==> src/rtl/id_stage_pipe.sv <==
// Instruction-decode stage for logic/immediate/shift instructions with EX/MEM
// operand forwarding, load-use hazard detection and an integrated ID/EX register.
module id_stage_pipe #(
    parameter int unsigned DATA_W = 32,
    parameter int unsigned INST_W = 32,
    parameter int unsigned PC_W   = 32,
    parameter int unsigned REG_AW = 5,
    parameter int unsigned FWD_EN = 1
) (
    input  logic              clk,
    input  logic              rst,
    input  logic [PC_W-1:0]   pc_i,
    input  logic [INST_W-1:0] inst_i,
    input  logic              inst_valid_i,
    input  logic [DATA_W-1:0] reg1_data_i,
    input  logic [DATA_W-1:0] reg2_data_i,
    output logic              reg1_read_o,
    output logic              reg2_read_o,
    output logic [REG_AW-1:0] reg1_addr_o,
    output logic [REG_AW-1:0] reg2_addr_o,
    input  logic              ex_wreg_i,
    input  logic [REG_AW-1:0] ex_wd_i,
    input  logic [DATA_W-1:0] ex_wdata_i,
    input  logic              ex_is_load_i,
    input  logic              mem_wreg_i,
    input  logic [REG_AW-1:0] mem_wd_i,
    input  logic [DATA_W-1:0] mem_wdata_i,
    input  logic              stall_i,
    input  logic              flush_i,
    output logic              stallreq_o,
    output logic [PC_W-1:0]   ex_pc_o,
    output logic [7:0]        ex_aluop_o,
    output logic [2:0]        ex_alusel_o,
    output logic [DATA_W-1:0] ex_reg1_o,
    output logic [DATA_W-1:0] ex_reg2_o,
    output logic [REG_AW-1:0] ex_wd_o,
    output logic              ex_wreg_o,
    output logic              ex_instvalid_o
);

    localparam logic [7:0] EXE_NOP_OP = 8'b0000_0000;
    localparam logic [7:0] EXE_AND_OP = 8'b0010_0100;
    localparam logic [7:0] EXE_OR_OP  = 8'b0010_0101;
    localparam logic [7:0] EXE_XOR_OP = 8'b0010_0110;
    localparam logic [7:0] EXE_NOR_OP = 8'b0010_0111;
    localparam logic [7:0] EXE_SLL_OP = 8'b0111_1100;
    localparam logic [7:0] EXE_SRL_OP = 8'b0000_0010;
    localparam logic [7:0] EXE_SRA_OP = 8'b0000_0011;

    localparam logic [2:0] EXE_RES_NOP   = 3'b000;
    localparam logic [2:0] EXE_RES_LOGIC = 3'b001;
    localparam logic [2:0] EXE_RES_SHIFT = 3'b010;

    localparam logic [5:0] OP_SPECIAL = 6'b000000;
    localparam logic [5:0] OP_ANDI    = 6'b001100;
    localparam logic [5:0] OP_ORI     = 6'b001101;
    localparam logic [5:0] OP_XORI    = 6'b001110;
    localparam logic [5:0] OP_LUI     = 6'b001111;

    localparam logic [5:0] FN_SLL = 6'b000000;
    localparam logic [5:0] FN_SRL = 6'b000010;
    localparam logic [5:0] FN_SRA = 6'b000011;
    localparam logic [5:0] FN_AND = 6'b100100;
    localparam logic [5:0] FN_OR  = 6'b100101;
    localparam logic [5:0] FN_XOR = 6'b100110;
    localparam logic [5:0] FN_NOR = 6'b100111;

    logic [5:0]        op;
    logic [5:0]        fn;
    logic [4:0]        sa;
    logic [15:0]       imm16;
    logic [REG_AW-1:0] rt;
    logic [REG_AW-1:0] rd;

    assign op    = inst_i[31:26];
    assign fn    = inst_i[5:0];
    assign sa    = inst_i[10:6];
    assign imm16 = inst_i[15:0];
    assign rt    = inst_i[16 +: REG_AW];
    assign rd    = inst_i[11 +: REG_AW];

    logic [7:0]        dec_aluop;
    logic [2:0]        dec_alusel;
    logic [REG_AW-1:0] dec_wd;
    logic              dec_wreg;
    logic              dec_iv;
    logic [1:0]        rd_en;
    logic [DATA_W-1:0] imm_val [2];

    always_comb begin
        dec_aluop  = EXE_NOP_OP;
        dec_alusel = EXE_RES_NOP;
        dec_wd     = '0;
        dec_wreg   = 1'b0;
        dec_iv     = 1'b0;
        rd_en      = 2'b00;
        imm_val[0] = '0;
        imm_val[1] = '0;
        if (inst_i == '0) begin
            dec_iv = 1'b1;
        end else begin
            unique case (op)
                OP_SPECIAL: begin
                    unique case (fn)
                        FN_AND, FN_OR, FN_XOR, FN_NOR: begin
                            rd_en      = 2'b11;
                            dec_wd     = rd;
                            dec_wreg   = 1'b1;
                            dec_iv     = 1'b1;
                            dec_alusel = EXE_RES_LOGIC;
                            unique case (fn)
                                FN_AND:  dec_aluop = EXE_AND_OP;
                                FN_OR:   dec_aluop = EXE_OR_OP;
                                FN_XOR:  dec_aluop = EXE_XOR_OP;
                                default: dec_aluop = EXE_NOR_OP;
                            endcase
                        end
                        FN_SLL, FN_SRL, FN_SRA: begin
                            // shift amount rides in operand 1, value to shift in operand 2
                            rd_en      = 2'b10;
                            imm_val[0] = {{(DATA_W-5){1'b0}}, sa};
                            dec_wd     = rd;
                            dec_wreg   = 1'b1;
                            dec_iv     = 1'b1;
                            dec_alusel = EXE_RES_SHIFT;
                            unique case (fn)
                                FN_SLL:  dec_aluop = EXE_SLL_OP;
                                FN_SRL:  dec_aluop = EXE_SRL_OP;
                                default: dec_aluop = EXE_SRA_OP;
                            endcase
                        end
                        default: ;
                    endcase
                end
                OP_ANDI, OP_ORI, OP_XORI: begin
                    rd_en      = 2'b01;
                    imm_val[1] = {{(DATA_W-16){1'b0}}, imm16};
                    dec_wd     = rt;
                    dec_wreg   = 1'b1;
                    dec_iv     = 1'b1;
                    dec_alusel = EXE_RES_LOGIC;
                    unique case (op)
                        OP_ANDI: dec_aluop = EXE_AND_OP;
                        OP_ORI:  dec_aluop = EXE_OR_OP;
                        default: dec_aluop = EXE_XOR_OP;
                    endcase
                end
                OP_LUI: begin
                    imm_val[1] = {imm16, {(DATA_W-16){1'b0}}};
                    dec_wd     = rt;
                    dec_wreg   = 1'b1;
                    dec_iv     = 1'b1;
                    dec_alusel = EXE_RES_LOGIC;
                    dec_aluop  = EXE_OR_OP;
                end
                default: ;
            endcase
        end
    end

    assign reg1_read_o = rd_en[0];
    assign reg2_read_o = rd_en[1];
    assign reg1_addr_o = inst_i[21 +: REG_AW];
    assign reg2_addr_o = inst_i[16 +: REG_AW];

    logic [REG_AW-1:0] rd_addr [2];
    logic [DATA_W-1:0] rf_data [2];
    logic [DATA_W-1:0] opnd    [2];
    logic [1:0]        ex_hit;
    logic [1:0]        mem_hit;

    assign rd_addr[0] = reg1_addr_o;
    assign rd_addr[1] = reg2_addr_o;
    assign rf_data[0] = reg1_data_i;
    assign rf_data[1] = reg2_data_i;

    always_comb begin
        ex_hit  = 2'b00;
        mem_hit = 2'b00;
        opnd[0] = '0;
        opnd[1] = '0;
        for (int unsigned p = 0; p < 2; p++) begin
            ex_hit[p]  = rd_en[p] && (rd_addr[p] != '0) && ex_wreg_i && (ex_wd_i == rd_addr[p]);
            mem_hit[p] = rd_en[p] && (rd_addr[p] != '0) && mem_wreg_i && (mem_wd_i == rd_addr[p]);
            if (!rd_en[p])
                opnd[p] = imm_val[p];
            else if (rd_addr[p] == '0)
                opnd[p] = '0;
            else if ((FWD_EN != 0) && ex_hit[p] && !ex_is_load_i)
                opnd[p] = ex_wdata_i;
            else if ((FWD_EN != 0) && mem_hit[p])
                opnd[p] = mem_wdata_i;
            else
                opnd[p] = rf_data[p];
        end
    end

    // without forwarding every RAW hit must wait for the producer to retire
    assign stallreq_o = !rst && inst_valid_i &&
                        (((|ex_hit) && ex_is_load_i) || ((FWD_EN == 0) && (|(ex_hit | mem_hit))));

    always_ff @(posedge clk) begin
        if (rst || flush_i) begin
            ex_pc_o        <= '0;
            ex_aluop_o     <= EXE_NOP_OP;
            ex_alusel_o    <= EXE_RES_NOP;
            ex_reg1_o      <= '0;
            ex_reg2_o      <= '0;
            ex_wd_o        <= '0;
            ex_wreg_o      <= 1'b0;
            ex_instvalid_o <= 1'b0;
        end else if (!stall_i) begin
            if (stallreq_o || !inst_valid_i) begin
                ex_pc_o        <= '0;
                ex_aluop_o     <= EXE_NOP_OP;
                ex_alusel_o    <= EXE_RES_NOP;
                ex_reg1_o      <= '0;
                ex_reg2_o      <= '0;
                ex_wd_o        <= '0;
                ex_wreg_o      <= 1'b0;
                ex_instvalid_o <= 1'b0;
            end else begin
                ex_pc_o        <= pc_i;
                ex_aluop_o     <= dec_aluop;
                ex_alusel_o    <= dec_alusel;
                ex_reg1_o      <= opnd[0];
                ex_reg2_o      <= opnd[1];
                ex_wd_o        <= dec_wd;
                ex_wreg_o      <= dec_wreg;
                ex_instvalid_o <= dec_iv;
            end
        end
    end

endmodule

==> config.mk <==
export PLATFORM = sky130hd
export DESIGN_NAME = id_stage_pipe
export DESIGN_NICKNAME = d
export VERILOG_FILES = /design/src/rtl/id_stage_pipe.sv
export SDC_FILE = /design/constraint.sdc
export NUM_CORES = 1
export LEC_CHECK = 0
export ABC_CLOCK_PERIOD_IN_PS = 3400
export BUFFER_PORTS_ARGS = -buffer_cell sky130_fd_sc_hd__buf_4
export CAP_MARGIN = 20
export CELL_PAD_IN_SITES_DETAIL_PLACEMENT = 2
export CELL_PAD_IN_SITES_GLOBAL_PLACEMENT = 2
export CORE_MARGIN = 2
export CORE_UTILIZATION = 26
export DETAILED_ROUTE_END_ITERATION = 8
export PLACE_DENSITY = 0.88
export SETUP_SLACK_MARGIN = 0.3
export SLEW_MARGIN = 20
export SYNTH_ARGS = -nofsm -noshare
export SYNTH_HDL_FRONTEND = slang
export SYNTH_SLANG_ARGS = --single-unit
==> constraint.sdc <==
create_clock -name clk -period 3.4 [get_ports clk]
set_input_delay 0.51 -clock clk [delete_from_list [all_inputs] [get_ports clk]]
set_output_delay 0.51 -clock clk [all_outputs]
set_load 0.05 [all_outputs]
==> reports/qor.yml <==
gr-total-overflow: 0
worst_pin_slew_ns: 1.05
synth-seq-cells: 109
cts_resized: 0
worst_ep_required_time_ns: 2.89
worstPathArrival_ns: 2.47
cts.sinks: 109
clockBufferDepth: 2
finalWorstSetupSlack_ns: 0.419
die_h_um: 156
slew_violations: 0
io_buffers: 334
worst-path-buf-inv: 2
ir_drop_mv: 0.248
io_pins: 337
async_flop_share_pct: 0
avgRoutedWirePerCell_um: 23.6
path_class: "in2out"
max_cap_violations: 0
n_antenna_cell: 0
cp_cell_sequence: "buf_4, or4_1, nor4_1, and4_4, and3_1, nor2_1, buf_4"
post_synth_num_cell_types: 51
antenna_found_initial: 0
grt_start_max_net_pins: 80
final_common_cell: "buf_4"
fin_setup_tns_ns: 0
period_share_pct: 87.7
outcome: "completed"
finalNetCount: 1204
crit_fanout: 5
drtPass1Iterations: 5
clkSlewWorstSetupHoldPaths_ns: 0.08
place_ws_ns: 0.411
synth_edf_count: 0
synth_flop_cell: "dfxtp_1"
drive_above_1_share_pct: 45.2
numCtsBuffers: 9
ctsRootBufferMaster: "clkbuf_16"
post_cts_buffers: 0
grt_pass1_wl_um: 44300
finalSetupViolations: 0
crit_family: "simple AND/OR/NAND/NOR gates"
yosysSeqAreaShare_pct: 36.5
synth_area_per_cell_um2: 8.59
cts-htree-levels: 3
critPathCaptureType: "primary output"
path_common_cell: "buf_4"
power.density_nw_per_um2: 330
rsz0062_at_grt: "no"
ant_nets: 0
core_um2: 22600
grt_pass1_vias: 7349
synth_cells: 695
vias: 6773
placed_cells: 1268
fmax_mhz: 335
drt_iter0_markers: 281
p_leak_nw: 3.67
rows: 55
cts_tree: "built"
start_kind: "input pin"
max_stage_delay_ns: 0.53
via_per_inst: 5.27
instances_no_fill: 1284
dp_hpwl_um: 23700
finClkSkew_ns: 0
cts_hold_buf: 0
final_cell_mix: "353 x buf_4, 109 x dfxtp_1, 97 x nor2_1, 71 x nand2_1, 43 x o21ai_0"
crit_slowest_cell: "or4_1"
initial_core_util_pct: 26.5
clock_latency_ns: 0.35
area.growth.synth_to_final_pct: 50.9
grt_usage_pct: 24.4
netlist_area_um2: 5970
die_x_um: 156
place.gp.congestion: 0.857
holdCritPathClass: "in2reg"
hold_viol: 0
max_slew_margin_pct: 29.7
min_period_ns: 2.98
drt-total-wl_um: 30300
die-area_um2: 24200
yosys_warnings: 0
drc: 0
[synthesized netlist by cell type (2+ instances only)]
cell / n / area (µm²)
and2_1: 5 / 31.3
a211oi_1: 8 / 60.1
mux2i_1: 29 / 290
nand2_2: 2 / 12.5
o21ai_1: 7 / 35.0
or4_1: 3 / 22.5
xor2_1: 15 / 131
mux2_2: 8 / 90.1
nand3_1: 2 / 10.0
xnor2_1: 5 / 43.8
nand2_1: 71 / 267
nor2_1: 98 / 368
o31ai_1: 7 / 52.6
nand2b_1: 4 / 25.0
a22oi_2: 30 / 375
o22ai_1: 28 / 175
buf_6: 6 / 67.6
o31ai_2: 20 / 250
nor4_2: 3 / 37.5
buf_4: 16 / 120
a22oi_1: 20 / 150
and3_1: 4 / 25.0
a21oi_1: 33 / 165
nor3_1: 5 / 25.0
buf_2: 23 / 115
nor4_1: 4 / 25.0
dfxtp_1: 109 / 2180
a221oi_1: 32 / 280
clkbuf_1: 24 / 90.1
inv_1: 11 / 41.3
o21ai_0: 43 / 215
[kinds of logic after synthesis]
kind of cell    share of synthesized area [%]
compound gates                           31.0
xor+xnor                                 2.93
buf+inv                                  7.42
flops                                    36.5
mux                                      6.37
other cells                            0.0628
simple gates                             15.7
[worst reg2reg max path, cell delays in order (launching register included)]
cell	delay, ns
dfxtp_1	0.36
a221oi_1	0.38
a21oi_1	0.12
[registers in the layout, summed over array words and instances, names as in the netlist]
| signal | flops |
|---|---|
| ex_aluop_o | 4 |
| ex_alusel_o | 2 |
| ex_instvalid_o | 1 |
| ex_pc_o | 32 |
| ex_reg1_o | 32 |
| ex_reg2_o | 32 |
| ex_wd_o | 5 |
| ex_wreg_o | 1 |
[path summary, 6_finish.rpt]
kind	startpoint	end	slack, ns	cells after the start
setup / recovery	inst_i[6]	reg2_read_o	0.42	7
hold / removal	pc_i[22]	ex_pc_o[22]	0.37	3
setup reg to reg	ex_reg2_o[7]	ex_reg2_o[7]	2.43	2
hold reg to reg	ex_reg1_o[1]	ex_reg1_o[1]	0.46	2
[layer usage]
layer  global-route usage, %  wire length [µm]
met5                       0                 0
met3                    6.78              2310
met4                    8.08               840
met1                    26.5             11300
met2                    45.5             15900
[cell type report]
type                       count  area (µm²)
fill                        2539       13600
multi-input combinational    505        3380
timing repair buffer         357        2730
sequential                   109        2180
tap                          285         357
clock buffer                  10         239
clock inverter                 6        78.8
inverter                      12        45.0
[report_power, final]
group	switching [mW]	leakage [nW]	internal, mW	total (mW)
combinational	0.287	2.63	0.249	0.536
clock	0.543	0.157	0.609	1.15
sequential	0.00639	0.879	1.28	1.29
total	0.836	3.67	2.14	2.98
[per-stage QoR]
step	hold slack (ns)	util [%]	total power, mW	cell area [µm²]
after detailed placement	0.447	38.5	1.86	8700
after global routing	0.371	39.9	3.10	9010
final	0.373	39.9	2.98	9010
after floorplan	0.639	-	1.54	5980
after global placement	0.436	38.5	1.85	8700
after CTS	0.360	39.9	3.01	9010
Note: power is estimated with default switching activity, not from simulation.
